`src/rtl/muldiv_unit.sv`:
```
// muldiv_unit: iterative RV32M/RV64M multiply/divide unit.
// Radix-2 shift-add multiplier and restoring divider, one bit per cycle,
// operating on operand magnitudes with the sign fixed up in a final cycle.
module muldiv_unit #(
    parameter  int XLEN = 32,
    localparam int CNTW = $clog2(XLEN) + 1
) (
    input  logic            clk,
    input  logic            reset_n,
    input  logic            start,
    input  logic            kill,
    input  logic [2:0]      funct3,
    input  logic [XLEN-1:0] a,
    input  logic [XLEN-1:0] b,
    output logic            ready,
    output logic            busy,
    output logic            done,
    output logic [XLEN-1:0] result
);

    typedef enum logic [1:0] {S_IDLE, S_CALC, S_FIX, S_DONE} state_e;

    state_e              state_q;
    logic                ready_q, busy_q, done_q;
    logic [XLEN-1:0]     result_q;
    logic [CNTW-1:0]     cnt_q;
    logic [2:0]          op_q;
    logic                neg_q;   // sign(a)^sign(b): negate product / quotient
    logic                sa_q;    // sign(a): negate remainder
    logic [XLEN-1:0]     opd_q;   // multiplicand magnitude or divisor magnitude
    // Multiply: {hi, lo} product accumulator, lo starts as the multiplier.
    // Divide: lo half holds dividend bits shifting out / quotient bits in.
    logic [2*XLEN-1:0]   acc_q;
    logic [XLEN:0]       rem_q;   // partial remainder

    // Accept-time decode
    logic                is_div, a_sgn, b_sgn, sa, sb, b_zero, ovf, special;
    logic [XLEN-1:0]     mag_a, mag_b, special_res;
    // Per-iteration and fix-up datapath
    logic [XLEN:0]       mul_sum;
    logic [2*XLEN-1:0]   mul_acc_d;
    logic [XLEN+1:0]     div_diff;
    logic [XLEN:0]       div_rem_d;
    logic [XLEN-1:0]     div_quo_d;
    logic [2*XLEN-1:0]   prod_fix;
    logic [XLEN-1:0]     quo_fix, rem_fix, fix_res;

    // Operand decode: signedness, magnitudes and the division special cases
    always_comb begin
        is_div      = funct3[2];
        // signed a: MUL, MULH, MULHSU, DIV, REM; signed b: MUL, MULH, DIV, REM
        a_sgn       = is_div ? ~funct3[0] : (funct3[1:0] != 2'b11);
        b_sgn       = is_div ? ~funct3[0] : ~funct3[1];
        sa          = a_sgn & a[XLEN-1];
        sb          = b_sgn & b[XLEN-1];
        mag_a       = sa ? (~a + 1'b1) : a;
        mag_b       = sb ? (~b + 1'b1) : b;
        b_zero      = (b == '0);
        ovf         = ~funct3[0] && (a == {1'b1, {(XLEN-1){1'b0}}}) && (b == '1);
        special     = is_div & (b_zero | ovf);
        special_res = '0;
        if (b_zero)
            special_res = funct3[1] ? a : '1;
        else if (ovf)
            special_res = funct3[1] ? '0 : a;
    end

    // One shift-add / restoring-subtract step plus the final sign fix-up
    always_comb begin
        mul_sum   = {1'b0, acc_q[2*XLEN-1:XLEN]} + (acc_q[0] ? {1'b0, opd_q} : '0);
        mul_acc_d = {mul_sum, acc_q[XLEN-1:1]};
        // rem_q[XLEN] is always 0 here, so the top bit of div_diff is the borrow
        div_diff  = {rem_q, acc_q[XLEN-1]} - {2'b00, opd_q};
        div_rem_d = div_diff[XLEN+1] ? {rem_q[XLEN-1:0], acc_q[XLEN-1]} : div_diff[XLEN:0];
        div_quo_d = {acc_q[XLEN-2:0], ~div_diff[XLEN+1]};
        prod_fix  = neg_q ? (~acc_q + 1'b1) : acc_q;
        quo_fix   = neg_q ? (~acc_q[XLEN-1:0] + 1'b1) : acc_q[XLEN-1:0];
        rem_fix   = sa_q  ? (~rem_q[XLEN-1:0] + 1'b1) : rem_q[XLEN-1:0];
        if (op_q[2])
            fix_res = op_q[1] ? rem_fix : quo_fix;
        else
            fix_res = (op_q[1:0] == 2'b00) ? prod_fix[XLEN-1:0] : prod_fix[2*XLEN-1:XLEN];
    end

    // Control FSM and datapath registers; kill overrides every transition
    always_ff @(posedge clk or negedge reset_n) begin
        if (!reset_n) begin
            state_q  <= S_IDLE;
            ready_q  <= 1'b1;
            busy_q   <= 1'b0;
            done_q   <= 1'b0;
            result_q <= '0;
            cnt_q    <= '0;
            op_q     <= '0;
            neg_q    <= 1'b0;
            sa_q     <= 1'b0;
            opd_q    <= '0;
            acc_q    <= '0;
            rem_q    <= '0;
        end else begin
            done_q <= 1'b0;
            if (kill) begin
                state_q <= S_IDLE;
                ready_q <= 1'b1;
                busy_q  <= 1'b0;
            end else begin
                case (state_q)
                    S_IDLE: if (start) begin
                        op_q    <= funct3;
                        neg_q   <= sa ^ sb;
                        sa_q    <= sa;
                        cnt_q   <= '0;
                        rem_q   <= '0;
                        ready_q <= 1'b0;
                        busy_q  <= 1'b1;
                        opd_q   <= is_div ? mag_b : mag_a;
                        acc_q   <= {{XLEN{1'b0}}, (is_div ? mag_a : mag_b)};
                        if (special) begin
                            result_q <= special_res;
                            done_q   <= 1'b1;
                            state_q  <= S_DONE;
                        end else begin
                            state_q  <= S_CALC;
                        end
                    end
                    S_CALC: begin
                        cnt_q <= cnt_q + 1'b1;
                        if (op_q[2]) begin
                            acc_q <= {acc_q[2*XLEN-1:XLEN], div_quo_d};
                            rem_q <= div_rem_d;
                        end else begin
                            acc_q <= mul_acc_d;
                        end
                        if (cnt_q == CNTW'(XLEN-1))
                            state_q <= S_FIX;
                    end
                    S_FIX: begin
                        result_q <= fix_res;
                        done_q   <= 1'b1;
                        state_q  <= S_DONE;
                    end
                    default: begin
                        state_q <= S_IDLE;
                        ready_q <= 1'b1;
                        busy_q  <= 1'b0;
                    end
                endcase
            end
        end
    end

    assign ready  = ready_q;
    assign busy   = busy_q;
    assign done   = done_q;
    assign result = result_q;

endmodule

```
`config.mk`:
```
export PLATFORM = sky130hd
export DESIGN_NAME = muldiv_unit
export DESIGN_NICKNAME = d
export VERILOG_FILES = /design/src/rtl/muldiv_unit.sv
export SDC_FILE = /design/constraint.sdc
export NUM_CORES = 1
export LEC_CHECK = 0
export ABC_AREA = 0
export BUFFER_PORTS_ARGS = -buffer_cell sky130_fd_sc_hd__buf_2
export CORE_MARGIN = 1
export CORE_UTILIZATION = 68
export DETAILED_ROUTE_END_ITERATION = 8
export PLACE_DENSITY = 0.95
export SLEW_MARGIN = 10
export SYNTH_ARGS = -nofsm -noshare
export SYNTH_HDL_FRONTEND = slang
export SYNTH_SLANG_ARGS = --single-unit
```
`constraint.sdc`:
```
create_clock -name clk -period 8.8 [get_ports clk]
set_clock_uncertainty 0.1 [all_clocks]
set_input_delay 0.88 -clock clk [delete_from_list [all_inputs] [get_ports clk]]
set_output_delay 0.88 -clock clk [all_outputs]
set_load 0.02 [all_outputs]
```
* Word-level counts from Yosys, hierarchy flattened
Cells that the tools add are included.
** Storage, ports and cells
- Output and inout bits :: 35
- Logic and storage cells :: 107
- Register bits after elaboration :: 177
** Operators by class
- Add/subtract/negate cells :: 8
- Eq/ne operators :: 13
- Multiplexer cells :: 44
- Reductions and logical operators :: 15
- Bitwise logic cells :: 14
** Operators with widths (count)
- 32-bit 2-to-1 mux :: 16
- 64-bit 2-to-1 mux :: 3
- 32-bit by 1-bit adder with 32-bit output (second input constant) :: 4
- 32-bit NOT :: 4
- 64-bit one-hot mux with 2 select lines :: 1
- 33-bit 2-to-1 mux :: 3
- 33-bit one-hot mux with 2 select lines :: 1
- 64-bit by 1-bit adder with 64-bit output (second input constant) :: 1
- 32-bit equality test (second input constant) :: 2
- 64-bit NOT :: 1
- 32-bit one-hot mux with 2 select lines :: 1
- 34-bit by 32-bit subtractor with 34-bit output :: 1
- 32-bit by 32-bit adder with 33-bit output :: 1
- 32-bit zero test :: 1
- 6-bit one-hot mux with 2 select lines :: 1
- 4-bit AND reduction :: 3
- 2-bit != test (second input constant) :: 5
- 1-bit 2-to-1 mux :: 9
- 2-bit 2-to-1 mux :: 4
- 6-bit by 1-bit adder with 6-bit output (second input constant) :: 1
- 6-bit by 5-bit equality test with 1-bit output (second input constant) :: 1
- 6-bit 2-to-1 mux :: 1
- 3-bit != test (second input constant) :: 2
- 1-bit one-hot mux with 2 select lines :: 3
- other kinds (14) :: 24

* Logic depth before layout (Yosys ltp)
- Depth after elaboration :: 9
- Mapped depth :: 14
- Gate-level depth less buffers :: 13

* Least setup slack after synthesis
No wires, ideal clock.
- Kind :: reg-to-reg
- Start point :: reg acc_q[0]
- End point :: reg result_q[28], in the netlist result[28]
- Path slack :: 5.112 ns
- Arrival time :: 3.470 ns
- Path buffers :: 3
- Period minus slack after synthesis :: 3.688 ns
- Setup time :: 0.118 ns
- Cell stages (with the launch flop) :: 15
- Required time :: 8.582 ns
- Cell sequence :: dfrtp_1 -> inv_1 -> clkbuf_1 -> ha_1 -> or4b_1 -> or4_4 -> buf_6 -> or4_4 -> buf_6 -> nor3_2 -> nand2_1 -> mux2_4 -> o21ai_2 -> a31oi_1 -> a21o_1
** Between the ends
- Longest elaborated chain between the ends :: 6
- Elaborated cells on any way between the ends :: 10
- Those cells by class :: add/sub: 2; mux: 6; bitwise: 2
** Ends and longest elaborated chain
- from (decl) :: RTL line 33 : logic [2*XLEN-1:0] acc_q;
- from (signal assigned) :: RTL line 117 : acc_q <= {{XLEN{1'b0}}, (is_div ? mag_a : mag_b)};
- from (signal assigned) :: RTL line 129 : acc_q <= {acc_q[2*XLEN-1:XLEN], div_quo_d};
- from (signal assigned) :: RTL line 132 : acc_q <= mul_acc_d;
- 64-bit NOT / 32-bit NOT (equally long branches) :: RTL line 76, 77
- 64-bit by 1-bit adder with 64-bit output / 32-bit by 1-bit adder with 32-bit output (equally long branches) :: RTL line 76, 77
- 64-bit 2-to-1 mux / 32-bit 2-to-1 mux (equally long branches) :: RTL line 76, 77
- 32-bit 2-to-1 mux (on tied branches) :: RTL line 82, 80
- 32-bit 2-to-1 mux (*) :: RTL line 79 : if (op_q[2])
- 32-bit one-hot mux with 2 select lines (*) :: RTL line 107 : case (state_q)
- to (signal assigned) :: RTL line 119 : result_q <= special_res;
- to (signal assigned) :: RTL line 138 : result_q <= fix_res;
- to (decl) :: RTL line 25 : logic [XLEN-1:0] result_q;
Every way passes the cells marked *; elsewhere a longest branch is shown, timed or not.
A chain may end at the register's enable or synchronous reset.

* Final worst setup path
- Start point :: reg acc_q[0]
- End point :: reg result_q[30], in the netlist result[30]
The elaborated chain is that of the path after synthesis.

==> summary.txt <==
GRT
  • Initial antenna violation count: 2
  • Largest net degree at the start of global routing: 106
  • GRT overflow: 0
  • Global-route wire length before repair: 91.7 mm
  • Total track usage: 50.2%
  • Vias in the first global route: 15,600

Logic synthesis
  • Synth area leaders: dfrtp_1 (27%), o21ai_0 (6.3%), ha_1 (5.7%), nand2_1 (5.7%), a21oi_1 (5.6%)
  • Synthesis-stage register bit count: 177
  • Synth warnings: 0
  • Most common cell in the netlist: nand2_1
  • Synth Flop Type: dfrtp_1
  • FFs w/ async S/R, synth: 100%
  • Synthesized Nets: 2,217
  • Top cell type by total area after synthesis: dfrtp_1
  • Cell area after synthesis: 16,200 um2
  • Synth cell types: 92
  • Syn avg cell area: 7.84 um2
  • EDFF count, synth: 0
  • Post-synthesis cell count: 2,070
  • Synth top cells by count: nand2_1 (245), o21ai_0 (203), a21oi_1 (183)
  • Post-synth top area share: 27.1%
  • Sequential cell area fraction in the yosys report: 27.3%

Worst hold path
  • Worst Hold Class: in -> async

Critical path
  • Cell Chain, Critical Path: inv_1 > ha_1 > or4b_1 > nor4_1 > and4_1 > nand2_1 > o21ai_0 > xor2_1 > o21ai_0 > a211oi_1 > o21ai_0
  • Crit path launch type: flip-flop
  • CP max FO: 31
  • CP max stage delay: 660 ps
  • Highest-delay cell along the critical path: inv_1
  • Setup CP Type: reg -> reg
  • Worst EP arrival: 4690 ps
  • Critical Path RT: 9010 ps
  • CP Capture Type: flip-flop
  • Most common cell on crit path: o21ai_0

STA
  • Max Slew Vio Count: 0
  • Hold Vio Cnt, Final: 0
  • Final period util: 50.9%
  • Worst-Margin Slew: 1230 ps
  • RSZ-0062 raised after global routing: no
  • Minimum clock period: 4480 ps
  • Post-route setup TNS: 0 ps
  • Maximum clock frequency: 0.223 GHz
  • Final Hold Slack: 311 ps
  • Final worst slack: 4320 ps
  • Final setup fails: 0
  • Slew margin rel.: 17.5%

Final layout
  • Layout cells sized above 1: 10.7%
  • Fill cell total of the finished layout: 1,861
  • Fin nets: 2,232
  • P&R area growth vs syn: 7.09%

CTS
  • Root Driver: clkbuf_16
  • CTS Buf Count: 17
  • CTS tree: built
  • Clk sinks: 177
  • Hold Buf Count CTS: 0
  • Post-cts resize count: 0
  • Max clock buf depth: 2
  • Postcts setup bufs: 0
  • Skew-Pair Late Insertion Delay: 460 ps
  • Reg clk slew, reported paths: 80 ps
  • H-tree depth: 4

Placed design
  • DP HPWL: 46.3 mm
  • Post-place setup slack: 4430 ps
  • PortBufs: 105
  • Placer Congestion: 1.05

Route
  • Via Count: 17,200
  • Residual DRC: 0
  • DR WL/cell: 25.3 um
  • Drt total wl: 61.2 mm
  • Final ANT Viol Nets: 0
  • DR iter-0 viols: 2,772
  • DR pass1 iterations: 8
  • Via-per-instance ratio: 7.13

Die
  • Horiz. Die Dim: 157 um
  • Boundary Pins: 106
  • Initial Util: 69.2%
  • Row count: 56
  • Placeable Area: 23,500 um2
  • Die ar.: 24,500 um2
  • Die Y: 157 um

Run
  • Total of max-cap violations: 0

Power
  • Leakage: 7.61 nW
  • Max VDD drop: 238 uV
  • PD cells: 321 nW/um2

Status
  • Outcome: completed
## metrics by stage
| step | cell area (um2) | util (%) | power [mW] | std cells |
|---|---|---|---|---|
| 4_1_cts | 17400 | 74.0 | 5.40 | 2416 |
| 6_report | 17400 | 74.1 | 5.58 | 2417 |
| 3_5_place_dp | 16800 | 71.4 | 4.57 | 2385 |
| 5_1_grt | 17400 | 74.0 | 5.82 | 2416 |
| 2_1_floorplan | 16200 | - | 3.61 | 2070 |
| 3_3_place_gp | 16800 | 71.4 | 4.49 | 2385 |
## sequential cells by signal (all words and copies together), names as in the netlist
| register | cells |
|---|---|
| acc_q | 64 |
| rem_q | 33 |
| opd_q | 32 |
| result | 32 |
| cnt_q | 6 |
| op_q | 3 |
| state_q | 2 |
| busy | 1 |
| done | 1 |
| neg_q | 1 |
| ready | 1 |
| sa_q | 1 |
## layout make-up
type | count | area, um2 | area share [%]
Antenna cell | 1 | 2.50 | 0.0144
Multi-Input combinational cell | 1701 | 11000 | 63.5
Sequential cell | 177 | 4430 | 25.5
Clock buffer | 17 | 425 | 2.45
Inverter | 67 | 251 | 1.45
Timing Repair Buffer | 121 | 652 | 3.75
Clock inverter | 14 | 188 | 1.08
Tap cell | 319 | 399 | 2.30
## layer usage
metal / up-vias / share of wire, % / wire length, um / track usage (%)
li1: 7622 / - / - / -
met1: 8026 / 37 / 22900 / 65.9
met2: 1330 / 42 / 25400 / 73.2
met3: 247 / 14 / 8730 / 14.3
met4: 4 / 6.7 / 4110 / 29.9
met5: - / 0.044 / 27 / 0
## logic make-up after synthesis
logic type	synth area share, %
xor gates and xnor gates	10.4
buffers and inverters	4.92
adders and majority gates	5.95
muxes	4.73
DFF	27.3
and+or+nand+nor	19.1
AOI/OAI and AO/OA	27.6
## final timing paths
kind	from	endpoint	slack (ps)	depth (start not counted)
max in group asynchronous	reset_n	acc_q[24]	6300	3
min in group clk	result[7]	result[7]	370	2
min	reset_n	result[3]	310	1
max reg2reg	acc_q[0]	result[30]	4320	11
min reg2reg	result[7]	result[7]	370	2
max	acc_q[0]	result[30]	4320	11
## critical path: cells and delay by family, from the launching register on
kind | cells | cell delay (ps)
adder cells (fa/ha/maj) | 1 | 340
AO/OA/AOI/OAI | 4 | 750
flip-flops | 1 | 500
XOR/XNOR | 1 | 560
buffers and inverters | 1 | 660
AND/OR/NAND/NOR | 4 | 1410
## power breakdown
| part | switching (mW) | total [mW] | internal [mW] |
|---|---|---|---|
| sequential | 0.444 | 1.53 | 1.09 |
| combinational | 2.11 | 3.23 | 1.11 |
| clock | 0.411 | 0.822 | 0.410 |
## cells in the final DEF, fill, tap and decap left out, drive strengths merged, types with 25 or more instances in the layout
master  instances
a21o           37
a22o           31
a211oi         29
o21ai         207
o31ai          60
ha             74
mux2           35
o41ai          25
nor2          173
xnor2          96
xor2           97
a21oi         183
buf           121
nand3          41
mux2i          37
dfrtp         176
nand2         245
inv            74
nor3           37
(Power assumes the default switching activity.)
